## src/rtl/vnp4_egress_router.sv

```systemverilog
// -----------------------------------------------------------------------------
// vnp4_egress_router
//
// Steers each packet leaving the Vitis Net P4 core to exactly one destination
// lane: a QDMA C2H physical function (lanes 0..NUM_PHYS_FUNC-1) or a CMAC TX
// adapter (lanes NUM_PHYS_FUNC..NUM_LANE-1). Routing fields are decoded on the
// packet head; the whole packet is then either forwarded to the selected lane
// or dropped.
//
// Optional build macro: VNP4_EGRESS_DROP_STATS_EN
//   When defined, adds a saturating 32-bit drop counter (drop_cnt) with a
//   synchronous clear (drop_cnt_clr, clear wins over a coincident increment).
//
// Ports:
//   aclk, areset            stream clock, synchronous active-high reset
//   s_axis_*                packet stream from VNP4 (512-bit data, 64-bit keep)
//   s_user_*                per-packet metadata, valid only on the head beat
//   m_axis_tdata/tkeep/tlast shared data to all lanes
//   m_axis_tuser_size/src   metadata latched at head, held for whole packet
//   m_axis_tvalid           per-lane valid (one-hot or zero)
//   m_axis_tready           per-lane ready
//   drop_cnt, drop_cnt_clr  (optional) dropped-packet counter and clear
// -----------------------------------------------------------------------------
module vnp4_egress_router #(
  parameter int NUM_PHYS_FUNC = 1,
  parameter int NUM_CMAC_PORT = 1
) (
  input  logic                                   aclk,
  input  logic                                   areset,
  input  logic [511:0]                           s_axis_tdata,
  input  logic [63:0]                            s_axis_tkeep,
  input  logic                                   s_axis_tlast,
  input  logic                                   s_axis_tvalid,
  output logic                                   s_axis_tready,
  input  logic                                   s_user_valid,
  input  logic [15:0]                            s_user_size,
  input  logic [15:0]                            s_user_src_pf,
  input  logic [15:0]                            s_user_src_cmac,
  input  logic [15:0]                            s_user_dst_pf,
  input  logic [15:0]                            s_user_dst_cmac,
  input  logic                                   s_user_to_direction,
  output logic [511:0]                           m_axis_tdata,
  output logic [63:0]                            m_axis_tkeep,
  output logic                                   m_axis_tlast,
  output logic [15:0]                            m_axis_tuser_size,
  output logic [15:0]                            m_axis_tuser_src,
  output logic [NUM_PHYS_FUNC+NUM_CMAC_PORT-1:0] m_axis_tvalid,
  input  logic [NUM_PHYS_FUNC+NUM_CMAC_PORT-1:0] m_axis_tready
`ifdef VNP4_EGRESS_DROP_STATS_EN
  ,
  output logic [31:0]                            drop_cnt,
  input  logic                                   drop_cnt_clr
`endif
);

  localparam int DATA_W   = 512;
  localparam int KEEP_W   = 64;
  localparam int NUM_LANE = NUM_PHYS_FUNC + NUM_CMAC_PORT;
  localparam int SEL_W    = (NUM_LANE > 1) ? $clog2(NUM_LANE) : 1;

  typedef enum logic [1:0] {
    IDLE = 2'd0,
    FWD  = 2'd1,
    DROP = 2'd2
  } state_t;

  function automatic logic [NUM_LANE-1:0] lane_onehot(input logic [SEL_W-1:0] s);
    lane_onehot    = '0;
    lane_onehot[s] = 1'b1;
  endfunction

  state_t              state;
  logic [SEL_W-1:0]    sel;
  logic [NUM_LANE-1:0] vld_p0;
  logic [DATA_W-1:0]   tdata_p0;
  logic [KEEP_W-1:0]   tkeep_p0;
  logic                tlast_p0;
  logic [15:0]         size_p0;
  logic [15:0]         src_p0;

  logic                head_legal;
  logic [SEL_W-1:0]    head_sel;
  logic                out_full;
  logic                out_drain;
  logic                accept;

  // Destination compare is done at full 16-bit width so large indices such as
  // 16'hFFFF can never alias onto a real lane. An orphan beat (no metadata)
  // decodes as illegal and the remainder of that packet is discarded.
  always_comb begin
    head_legal = 1'b0;
    head_sel   = '0;
    if (s_user_valid) begin
      if (!s_user_to_direction) begin
        head_legal = {16'd0, s_user_dst_pf} < 32'(NUM_PHYS_FUNC);
        head_sel   = SEL_W'(s_user_dst_pf);
      end else begin
        head_legal = {16'd0, s_user_dst_cmac} < 32'(NUM_CMAC_PORT);
        head_sel   = SEL_W'(32'(NUM_PHYS_FUNC) + {16'd0, s_user_dst_cmac});
      end
    end
  end

  assign out_full  = |vld_p0;
  assign out_drain = |(vld_p0 & m_axis_tready);

  // Dropped beats never touch the output register, so DROP accepts freely even
  // while a previous packet's tail is still waiting downstream.
  assign s_axis_tready = !areset &&
                         ((state == DROP) || !out_full || m_axis_tready[sel]);
  assign accept        = s_axis_tvalid && s_axis_tready;

  // ---- stage p0: routing FSM and output register ----
  always_ff @(posedge aclk) begin
    if (areset) begin
      state    <= IDLE;
      sel      <= '0;
      vld_p0   <= '0;
      tdata_p0 <= '0;
      tkeep_p0 <= '0;
      tlast_p0 <= 1'b0;
      size_p0  <= '0;
      src_p0   <= '0;
    end else begin
      if (out_drain) vld_p0 <= '0;
      if (accept) begin
        case (state)
          IDLE: begin
            if (head_legal) begin
              tdata_p0 <= s_axis_tdata;
              tkeep_p0 <= s_axis_tkeep;
              tlast_p0 <= s_axis_tlast;
              vld_p0   <= lane_onehot(head_sel);
              sel      <= head_sel;
              size_p0  <= s_user_size;
              src_p0   <= s_user_to_direction ? s_user_src_pf : s_user_src_cmac;
              state    <= s_axis_tlast ? IDLE : FWD;
            end else begin
              state    <= s_axis_tlast ? IDLE : DROP;
            end
          end
          FWD: begin
            tdata_p0 <= s_axis_tdata;
            tkeep_p0 <= s_axis_tkeep;
            tlast_p0 <= s_axis_tlast;
            vld_p0   <= lane_onehot(sel);
            if (s_axis_tlast) state <= IDLE;
          end
          DROP: begin
            if (s_axis_tlast) state <= IDLE;
          end
          default: state <= IDLE;
        endcase
      end
    end
  end

  assign m_axis_tdata      = tdata_p0;
  assign m_axis_tkeep      = tkeep_p0;
  assign m_axis_tlast      = tlast_p0;
  assign m_axis_tuser_size = size_p0;
  assign m_axis_tuser_src  = src_p0;
  assign m_axis_tvalid     = vld_p0;

`ifdef VNP4_EGRESS_DROP_STATS_EN
  function automatic logic [31:0] sat_inc(input logic [31:0] v);
    sat_inc = (v == 32'hFFFF_FFFF) ? v : v + 32'd1;
  endfunction

  logic        drop_event;
  logic [31:0] drop_cnt_p0;

  // One count per discarded packet: only the head (or orphan) beat in IDLE.
  assign drop_event = accept && (state == IDLE) && !head_legal;

  // ---- stage p0: drop statistics ----
  always_ff @(posedge aclk) begin
    if (areset || drop_cnt_clr) begin
      drop_cnt_p0 <= '0;
    end else if (drop_event) begin
      drop_cnt_p0 <= sat_inc(drop_cnt_p0);
    end
  end

  assign drop_cnt = drop_cnt_p0;
`endif

endmodule
```

## config.mk

```make
export PLATFORM = sky130hd
export DESIGN_NAME = vnp4_egress_router
export DESIGN_NICKNAME = d
export VERILOG_FILES = /design/src/rtl/vnp4_egress_router.sv
export SDC_FILE = /design/constraint.sdc
export NUM_CORES = 1
export LEC_CHECK = 0
export ABC_AREA = 1
export CORE_AREA = 5 5 494 496
export DETAILED_ROUTE_END_ITERATION = 16
export DIE_AREA = 0 0 499 501
export MAX_ROUTING_LAYER = met4
export PLACE_DENSITY_LB_ADDON = 0.3
export REMOVE_ABC_BUFFERS = 1
export SLEW_MARGIN = 20
export SYNTH_ARGS = -nofsm -noshare
export SYNTH_HDL_FRONTEND = slang
export SYNTH_SLANG_ARGS = --single-unit
```

## constraint.sdc

```tcl
create_clock -name aclk -period 2.3 [get_ports aclk]
set_input_delay 0.345 -clock aclk [delete_from_list [all_inputs] [get_ports aclk]]
set_output_delay 0.345 -clock aclk [all_outputs]
set_load 0.005 [all_outputs]
```

==> out/qor.csv <==
stage;metric;value;unit
status;status;finished clean;
logic_synthesis;ys_types;24;
logic_synthesis;ys.flop_type;dfxtp_1;
sta;max_freq;443;MHz
sta;finalCritPeriodShare;98.0;%
clocking;cts_buffers;83;
detailed_routing;drt_iter0_markers;1354;
logic_synthesis;avgSynthCellArea;7.83;um2
logic_synthesis;synthAdderAreaFrac;0.172;%
global_routing;met3_usage;7.72;%
floorplanning;core;239000;um2
detailed_routing;firstDrtPassIters;7;
logic_synthesis;synth_compound_gate_area_share;14.2;%
logic_synthesis;async_flop_share;0;%
sta;hold_viol;0;
clocking;cts_tree;done;
global_routing;grt_use_met2;19.7;%
global_routing;grt_max_degree;126;
power_and_ir_drop;vdd_drop_max;0.437;mV
logic_synthesis;yosysMostFrequentCell;nor2_1;
clocking;cts_sinks;614;
layout;layout-drive-gt1-share;7.22;%
floorplanning;fp.dieH;501;um
placed_design;placed_area;38700;um2
layout;finalInstanceArea;42000;um2
setup_path;r2r_setup_slack;0.07;ns
global_routing;grt-ovfl-total;0;
logic_synthesis;synth_area_leaders;dfxtp_1 56%, nor2_1 21%, o21ai_0 11%;
detailed_routing;drtAntennaViolNets;0;
logic_synthesis;ys_top_cells_by_count;1248 x nor2_1, 614 x dfxtp_1, 463 x o21ai_0;
setup_path;cp-startpoint;s_user_dst_cmac[9];
clocking;clkLatencyLatePin;0.70;ns
floorplanning;fp.dieW;499;um
logic_synthesis;ys_ff_latch;614;
sta;slew_headroom;60.2;%
global_routing;grt_first_pass_wirelength;214000;um
power_and_ir_drop;p_leak;14.7;nW
placed_design;dp.cells;7186;
global_routing;antenna_found_initial;150;
min_path;min_to;m_axis_tuser_size[8]$_SDFFE_PP0P_;
clocking;clockBufferDepth;3;
sta;slew_violations;0;
setup_path;ff2ff_path_depth;12;
logic_synthesis;synth.top_cell.area_share;56.2;%
setup_path;critPathLaunchType;primary input;
floorplanning;initial_utilization;9.14;%
global_routing;gr-usage-all-layers;12.8;%
clocking;htreeDepth;3;
logic_synthesis;yosys.area_share.simple;23.1;%
power_and_ir_drop;power.density;691;nW/um2
placed_design;post-place-ws;-1.14;ns
run;cap_violations;0;
floorplanning;rows;180;
global_routing;grt_pass1_vias;23890;
setup_path;r2r_start;state[1]$_SDFFE_PP0P_;
clocking;ctsRootBufferMaster;clkbuf_16;
logic_synthesis;synth_edf_count;0;
floorplanning;die-area;250000;um2
setup_path;worstPathRequired;2.87;ns
setup_path;worstPathArrival;2.83;ns
layout;final_core_util;17.6;%
min_path;min_from;s_user_size[8];
sta;worst_slew_pin_slew;0.597;ns
sta;setup_slack;0.0451;ns
logic_synthesis;synthCells;2791;
placed_design;port_buffers;1275;
placed_design;gp_congestion;0.857;
layout;final_nets;4759;
logic_synthesis;synthXorXnorAreaFrac;0;%
logic_synthesis;synth_top_family_by_area;simple AND/OR/NAND/NOR gates;
clocking;path_clk_slew;0.06;ns
logic_synthesis;muxShareOfSynthArea;0;%
global_routing;grt-busiest-layer;met2;
logic_synthesis;syn_area;21900;um2
layout;syn_to_final_growth;92.1;%
setup_path;worstSetupEndpointType;flip-flop;
min_path;hold_path_depth;3;
min_path;hp-class;in -> reg;
detailed_routing;vias;24202;
detailed_routing;viasPerCell;3.26;
setup_path;path_class;in -> reg;
sta;fin_skew;0.0323;ns
setup_path;r2r_end;m_axis_tdata[466]$_SDFFE_PP0P_;
logic_synthesis;ys_warn_count;0;
sta;final-setup-viol-count;0;
layout;stdcell_count;7425;
sta;finalCriticalPeriod;2.25;ns
setup_path;crit_fanout;57;
placed_design;hpwl;136000;um
detailed_routing;avgRoutedWirePerCell;22.2;um
logic_synthesis;yosysSeqAreaShare;56.2;%
logic_synthesis;synth_top_area_cell;dfxtp_1;
global_routing;grt_util_met1;13.9;%
detailed_routing;route.detailed.drc;0;
floorplanning;io_pins;1276;
detailed_routing;drt_wl_total;165000;um
kinds of logic after synthesis:
kind of cell,after synthesis
AO/OA/AOI/OAI,619
adder cells (fa/ha/maj),3
buffers and inverters,219
flip-flops,614
AND/OR/NAND/NOR,1336
worst max-delay path by stage:
stage | cells after the start | to | slack [ns]
global placement | 13 | m_axis_tdata[237]$_SDFFE_PP0P_ | -1.15
global route | 11 | m_axis_tdata[384]$_SDFFE_PP0P_ | -0.005
finish | 14 | m_axis_tdata[466]$_SDFFE_PP0P_ | 0.05
detailed placement | 13 | m_axis_tdata[237]$_SDFFE_PP0P_ | -1.14
floorplan | 9 | m_axis_tdata[107]$_SDFFE_PP0P_ | -5.95
CTS | 1 | m_axis_tdata[472] | 0.003
metrics by stage:
| step | total power, mW | TNS [ns] | hold slack [ns] |
|---|---|---|---|
| final | 29.0 | 0 | 0.242 |
| after detailed placement | 15.3 | -469.99 | 0.471 |
| after floorplan | 12.5 | -3550.07 | 0.414 |
| after global placement | 15.3 | -464.79 | 0.462 |
| after global routing | 30.4 | -0.00452 | 0.190 |
| after CTS | 29.8 | 0 | 0.129 |
critical path: stages:
cell and delay, ns:
clkdlybuf4s50_1 0.40, nor2_1 0.25, buf_4 0.17, nand2_1 0.09, nor2_1 0.12, nand2_1 0.07, nand2_2 0.08, nand3_2 0.10
nand2_2 0.14, nand2_8 0.09, buf_12 0.17, buf_16 0.28, o21ai_0 0.30, nor2_1 0.07
power breakdown:
part | switching, mW | internal, mW
logic | 1.61 | 2.14
clock network | 5.54 | 8.48
registers | 0.220 | 11.0
state kept, by name, indices dropped and copies added (netlist names):
name / cells
m_axis_tlast: 1
m_axis_tvalid: 2
sel: 1
m_axis_tkeep: 64
m_axis_tuser_size: 16
m_axis_tdata: 512
m_axis_tuser_src: 16
state: 2
area by class of cell:
| type | instances | area (um2) |
|---|---|---|
| fill | 27018 | 197000 |
| inverter | 16 | 93.8 |
| sequential | 614 | 12300 |
| timing repair inverter | 1 | 11.3 |
| tap | 3185 | 3990 |
| timing repair buffer | 1418 | 14200 |
| clock inverter | 27 | 447 |
| multi-input combinational | 1958 | 8230 |
| antenna | 83 | 208 |
| clock buffer | 123 | 2510 |
cells in the final DEF, fill, tap and decap left out, types with 3 or more instances in the layout:
cell type | Yosys | routed
clkdlybuf4s50_1 | 0 | 1256
nor2_1 | 1248 | 1247
dfxtp_1 | 614 | 613
o21ai_0 | 463 | 457
o21ai_1 | 149 | 153
buf_4 | 1 | 113
clkbuf_16 | 0 | 87
diode_2 | 0 | 83
nand2_1 | 74 | 74
clkbuf_8 | 0 | 26
buf_12 | 1 | 22
dlygate4sd2_1 | 0 | 18
clkbuf_1 | 119 | 13
inv_1 | 11 | 10
bufinv_16 | 0 | 8
clkinv_2 | 0 | 8
nand3_1 | 5 | 5
inv_2 | 4 | 4
nand2_2 | 4 | 4
clkinv_16 | 0 | 4
a21oi_1 | 4 | 4
clkinvlp_4 | 0 | 4
buf_16 | 0 | 3
per-layer routing:
layer | vias up | part of all wire, %
met1 | 11191 | 39
met2 | 1144 | 45
met3 | 166 | 14
met5 | - | 0
met4 | 0 | 2.1
li1 | 11701 | -
repair_timing:
| action | in CTS | in global routing |
|---|---|---|
| setup buffers | 1 | 0 |
| endpoints found under the setup margin | 267 | 142 |
| gates resized for setup | 29 | 10 |
| hold buffers | 0 | 0 |
| pin swaps | 2 | 0 |
| gates cloned | 0 | 5 |
(Power assumes the default switching activity.)
